===== src/rtl/mac_row_feeder.sv =====
// mac_row_feeder: drives mac_row's west edge (in_w/inst_w) through
// kernel load, one bubble, activation execute and a col-cycle drain.
module mac_row_feeder #(
    parameter int bw     = 4,
    parameter int col    = 2,
    parameter int cnt_bw = 8
) (
    input  logic              clk,
    input  logic              reset,
    input  logic              start,
    input  logic [cnt_bw-1:0] n_act,
    input  logic [bw-1:0]     w_data,
    input  logic              w_valid,
    output logic              w_ready,
    input  logic [bw-1:0]     a_data,
    input  logic              a_valid,
    output logic              a_ready,
    output logic [bw-1:0]     in_w,
    output logic [1:0]        inst_w,
    output logic              busy,
    output logic              done
);
    typedef enum logic [2:0] {IDLE, LOAD, BUBBLE, EXEC, DRAIN} state_t;

    localparam logic [cnt_bw-1:0] last_col = cnt_bw'(col - 1);

    state_t            state_q, state_d;
    logic [cnt_bw-1:0] n_act_q, n_act_d;
    logic [cnt_bw-1:0] wcnt_q, wcnt_d;
    logic [cnt_bw-1:0] acnt_q, acnt_d;
    logic [cnt_bw-1:0] dcnt_q, dcnt_d;
    logic [bw-1:0]     in_w_q, in_w_d;
    logic [1:0]        inst_w_q, inst_w_d;
    logic              done_q, done_d;
    logic              w_hs, a_hs;

    // Ready is a pure state decode so it never loops back through valid.
    assign w_ready = state_q == LOAD;
    assign a_ready = state_q == EXEC;
    assign w_hs    = w_valid & w_ready;
    assign a_hs    = a_valid & a_ready;
    assign busy    = state_q != IDLE;
    assign in_w    = in_w_q;
    assign inst_w  = inst_w_q;
    assign done    = done_q;

    always_comb begin
        state_d  = state_q;
        n_act_d  = n_act_q;
        wcnt_d   = wcnt_q;
        acnt_d   = acnt_q;
        dcnt_d   = dcnt_q;
        in_w_d   = '0;
        inst_w_d = 2'b00;
        done_d   = 1'b0;
        case (state_q)
            IDLE: begin
                if (start) begin
                    n_act_d = n_act;
                    wcnt_d  = '0;
                    acnt_d  = '0;
                    dcnt_d  = '0;
                    state_d = LOAD;
                end
            end
            LOAD: begin
                if (w_hs) begin
                    in_w_d   = w_data;
                    inst_w_d = 2'b01;
                    wcnt_d   = wcnt_q + cnt_bw'(1);
                    state_d  = (wcnt_q == last_col) ? BUBBLE : LOAD;
                end
            end
            BUBBLE: state_d = (n_act_q != '0) ? EXEC : DRAIN;
            EXEC: begin
                if (a_hs) begin
                    in_w_d   = a_data;
                    inst_w_d = 2'b10;
                    acnt_d   = acnt_q + cnt_bw'(1);
                    state_d  = (acnt_q == n_act_q - cnt_bw'(1)) ? DRAIN : EXEC;
                end
            end
            DRAIN: begin
                dcnt_d = dcnt_q + cnt_bw'(1);
                if (dcnt_q == last_col) begin
                    done_d  = 1'b1;
                    state_d = IDLE;
                end
            end
            default: state_d = IDLE;
        endcase
    end

    always_ff @(posedge clk) begin
        if (!reset) begin
            state_q  <= IDLE;
            n_act_q  <= '0;
            wcnt_q   <= '0;
            acnt_q   <= '0;
            dcnt_q   <= '0;
            in_w_q   <= '0;
            inst_w_q <= 2'b00;
            done_q   <= 1'b0;
        end else begin
            state_q  <= state_d;
            n_act_q  <= n_act_d;
            wcnt_q   <= wcnt_d;
            acnt_q   <= acnt_d;
            dcnt_q   <= dcnt_d;
            in_w_q   <= in_w_d;
            inst_w_q <= inst_w_d;
            done_q   <= done_d;
        end
    end
endmodule

===== config.mk =====
export PLATFORM = sky130hd
export DESIGN_NAME = mac_row_feeder
export DESIGN_NICKNAME = d
export VERILOG_FILES = /design/src/rtl/mac_row_feeder.sv
export SDC_FILE = /design/constraint.sdc
export NUM_CORES = 1
export LEC_CHECK = 0
export CORE_AREA = 2 2 60 104
export CTS_CLUSTER_DIAMETER = 30
export DETAILED_ROUTE_END_ITERATION = 8
export DIE_AREA = 0 0 62 106
export MAX_ROUTING_LAYER = met4
export PLACE_DENSITY_LB_ADDON = 0.15
export SYNTH_ARGS = -nofsm -noshare
export SYNTH_HDL_FRONTEND = slang
export SYNTH_SLANG_ARGS = --single-unit

===== constraint.sdc =====
create_clock -name clk -period 2.1 [get_ports clk]
set_input_delay 0.525 -clock clk [delete_from_list [all_inputs] [get_ports clk]]
set_output_delay 0.525 -clock clk [all_outputs]
set_load 0.02 [all_outputs]

Word level (Yosys, flattened, before mapping):

Index checks and enable logic that the tools add are counted.

* input bits: 21
* register bits after elaboration: 42
* output and inout bits: 10

* add/sub/neg operators: 4
* eq/ne operators: 11
* reduce and logical (&&, ||, !) cells: 12
* bitwise logic cells: 2
* multiplexer cells: 21

Operators with widths (count)
* one-hot mux 8 bit (2 select lines): 3
* adder 8 x 1 -> 8 bit (second input constant): 3
* 2-to-1 mux 8 bit: 3
* 2-to-1 mux 3 bit: 6
* == test 8 x 1 -> 1 bit (second input constant): 2
* one-hot mux 3 bit (5 select lines): 1
* == test 8 bit: 1
* 2-to-1 mux 4 bit: 2
* one-hot mux 4 bit (2 select lines): 1
* nonzero test 8 bit: 1
* subtractor 8 x 1 -> 8 bit (second input constant): 1
* == test 3 x 2 -> 1 bit (second input constant): 2
* AND reduction 2 bit: 3
* AND reduction 3 bit: 2
* nonzero test 2 bit: 3
* 2-to-1 mux 2 bit: 2
* != test 2 x 1 -> 1 bit (second input constant): 2
* != test 2 bit (second input constant): 2
* one-hot mux 2 bit (2 select lines): 1
* AND reduction 4 bit: 1
* == test 3 x 1 -> 1 bit (second input constant): 1
* == test 3 bit (second input constant): 1
* zero test 3 bit: 1
* nonzero test 3 bit: 1
* other kinds (2): 4

Longest topological paths before layout:

* depth in word-level cells: 5
* gate-level depth with buffers: 8

Worst setup path before layout:

OpenSTA, ideal clock, no wires.

* kind: reg-to-reg
* start point: reg n_act_q[2]
* end point: reg state_q[0]
* data required time: 1.958 ns
* arrival time: 1.891 ns
* cell stages (with the launch flop): 7
* period minus slack after synthesis: 2.033 ns
* path slack: 0.067 ns
* path buffers: 1
* cells stage by stage: dfxtp_1 > or3_1 > buf_2 > or3_4 > or4_4 > o311ai_4 > a41oi_1

* word-level cells in the longest chain between the ends: 5
* elaborated cells on any way between the ends: 7

RTL lines
* start, declared: RTL line 28 `logic [cnt_bw-1:0] n_act_q, n_act_d;`
* start signal, assigned: RTL line 106 `n_act_q <= n_act_d;`
* subtractor 8 x 1 -> 8 bit: RTL line 80 `state_d = (acnt_q == n_act_q - cnt_bw'(1)) ? DRAIN : EXEC;`
* == test 8 bit: RTL line 80
* 2-to-1 mux 3 bit: RTL line 80
* 2-to-1 mux 3 bit: RTL line 76 `if (a_hs) begin`
* one-hot mux 3 bit (5 select lines) *: RTL line 56 `case (state_q)`
* end signal, assigned: RTL line 105 `state_q <= state_d;`
* end, declared: RTL line 27 `state_t state_q, state_d;`

Every way passes the cells marked *; elsewhere a longest branch is shown, timed or not. The select of a mux whose other input is x is not followed.
A chain may end at the register's enable or synchronous reset.

Worst setup path after layout:

Same ends and word-level chain as after synthesis.

==> results.txt <==
status - completed
H-tree depth - 2
share of power burned in the clock network - 40.9%
Post-Syn Instances - 265
sw power - 480 uW
DR iter-0 viols - 79
Comb power frac - 17.2%
Leakage - 1.21 nW
critical path required time - 2.26 ns
DRC - 0
Ports - 31
Clk pin slew, worst setup/hold paths - 0.09 ns
syn nets - 293
ys flop type - dfxtp_1
Mean Syn Cell Area - 8.38 um2
Compound-Gate Fraction of Synth Area - 16.7%
fillcell total - 550
Mapped Area - 2220 um2
Die ar. - 6570 um2
number of flops mapped to enable cells by yosys - 0
count leader, synth - dfxtp_1
synthesized flop and latch total - 42
top cells by count, synth - 42 x dfxtp_1, 32 x nand2_1, 27 x nor2_1
worst min path class - flop to flop
XOR/XNOR share of the synthesized area - 7.10%
First-pass DRT Iterations - 4
total power - 1.97 mW
total negative slack - 0 ns
Netlist cell types - 47
first-pass GRT wire length - 8440 um
deepest clock path buffer count - 2
pwr dens - 673 nW/um2
CP endpoint kind - flop
DPL Wire Length - 3970 um
crit start category - flop
vias in the first global route - 1,826
fin cells - 394
simple-gate area share of the yosys netlist - 28.0%
Yosys warnings - 0
final setup margin - 0.0719 ns
Synth area leaders - dfxtp_1 38%, xor2_1 5.5%, nand2_1 5.4%
crit path DAT - 2.19 ns
largest net degree at the start of global routing - 20
Sequential Power Share - 41.9%
crit path time final - 2.03 ns
Crit Path Category - flop to flop
DR WL/cell - 13.1 um
Slew headroom - 71.2%
Area Overhead vs Synth - 32.1%
mux contribution to synthesized area - 2.25%
internal power - 1.49 mW
Post-Route WL - 5150 um
Place WS - -0.0995 ns
diode count - 0
leading area contributor after synthesis - dfxtp_1
Initial Util - 38.4%
max-slew violations - 0
Root Driver - clkbuf_8
post-synthesis adder-cell area fraction - 3.95%
fin nets - 343
Worst Tran Pin Value - 0.426 ns
CTS tree - done
GPL Wtd Cong - 0.827
clock skew - 0.0137 ns
CTS sink cnt - 42
clock latency on the worst-skew pair - 0.31 ns
largest family of logic cells by synthesized area - simple AND/OR/NAND/NOR gates
total gr overflow - 0
CORE AREA - 5790 um2
CP max FO - 5
Hold Buf Count CTS - 0
row count - 37
Max-Cap Viols - 0
Yosys top cell area share - 37.9%
Max Freq - 493 MHz
Tcrit/Tclk final - 96.6%
placed cells - 386
fraction of layout cells with a size suffix above 1 - 15.2%
height of the die - 106 um
Die W - 62 um
sequential share of the synthesized area - 37.9%
initial antenna violation count - 0
total track usage - 17.7%
CTS buffer count - 5
Post-synth ARST share - 0%
peak supply drop - 0.000371 V
Port-buffer cells - 30
drt via density - 5.03
# setup viols final - 0
vias - 1,981
antenna viol nets, final - 0
Final Hold Fails - 0
RSZ-0062 raised after global routing - no
sw frac - 24.3%
# Post-CTS Setup Buffers - 0
-- final timing paths --
path | start | end | slack (ns) | cells after the start
max | n_act_q[2] | state_q[0] | 0.07 | 5
min | n_act_q[7] | n_act_q[7] | 0.50 | 2
max reg2reg | n_act_q[2] | state_q[0] | 0.07 | 5
min reg2reg | n_act_q[7] | n_act_q[7] | 0.50 | 2
-- power groups by stage --
stage               sequential, mW  clock, mW  combinational [mW]
CTS                          0.825      0.831               0.338
finish                       0.825      0.807               0.340
global placement             0.843          0               0.336
global route                 0.828      0.857               0.378
detailed placement           0.843          0               0.336
floorplan                    0.848          0               0.188
-- area by class of cell --
class                           count  area [um2]  area share (%)
Clock inverter                      2        60.1            2.05
Tap cell                           78        97.6            3.33
Multi-Input combinational cell    199        1320            45.1
Timing Repair Buffer               55         484            16.5
Sequential cell                    42         841            28.7
Clock buffer                        6        82.6            2.82
Inverter                           12        45.0            1.54
-- placed cells by master, fill, tap and decap left out, types with 7 or more instances in the layout --
| cell | count |
|---|---|
| nand2_1 | 32 |
| dfxtp_1 | 42 |
| and3_1 | 8 |
| o21ai_0 | 8 |
| ha_1 | 7 |
| buf_4 | 25 |
| nand4_1 | 10 |
| nor2_1 | 27 |
| a21oi_1 | 8 |
| xor2_1 | 14 |
| a21boi_0 | 9 |
| inv_1 | 10 |
| clkdlybuf4s50_1 | 27 |
| nor3_1 | 7 |
-- registers in the layout (all words and copies together) (netlist names) --
signal,count
acnt_q,8
dcnt_q,8
done,1
in_w,4
inst_w,2
n_act_q,8
state_q,3
wcnt_q,8
-- through the flow --
stage / util [%] / instance area [um2] / hold WS, ns
final: 50.7 / 2930 / 0.500
after global routing: 50.7 / 2930 / 0.531
after CTS: 50.3 / 2910 / 0.497
after detailed placement: 47.8 / 2770 / 0.485
after global placement: 47.8 / 2770 / 0.477
after floorplan: - / 2220 / 0.463
-- worst max-delay path: stages, from the launching register on --
cell	delay (ns)
dfxtp_1	0.32
or3_4	0.41
or3_4	0.35
or4_4	0.55
o311ai_4	0.10
a41oi_2	0.15
-- kinds of logic (layout without fill, tap and decap cells) --
| logic type | count (synthesis) | after routing |
|---|---|---|
| buffers and inverters | 24 | 75 |
| muxes | 5 | 5 |
| DFF | 42 | 42 |
| xor gates and xnor gates | 18 | 18 |
| AOI/OAI and AO/OA | 50 | 50 |
| and+or+nand+nor | 119 | 119 |
| adders and majority gates | 7 | 7 |
-- timing repair --
item,CTS,global route
pin swaps,0,1
setup endpoints to repair,4,3
gates resized for setup,4,7
-- layer usage --
| layer | wire length [um] | global-route usage, % | vias to the layer above | share of wire [%] |
|---|---|---|---|---|
| li1 | - | - | 1031 | - |
| met4 | 106 | 8.05 | 0 | 2.1 |
| met3 | 143 | 3.89 | 8 | 2.8 |
| met2 | 2750 | 29.6 | 27 | 53 |
| met1 | 2160 | 19.1 | 915 | 42 |
| met5 | 0 | - | - | 0 |
(Power assumes the default switching activity.)
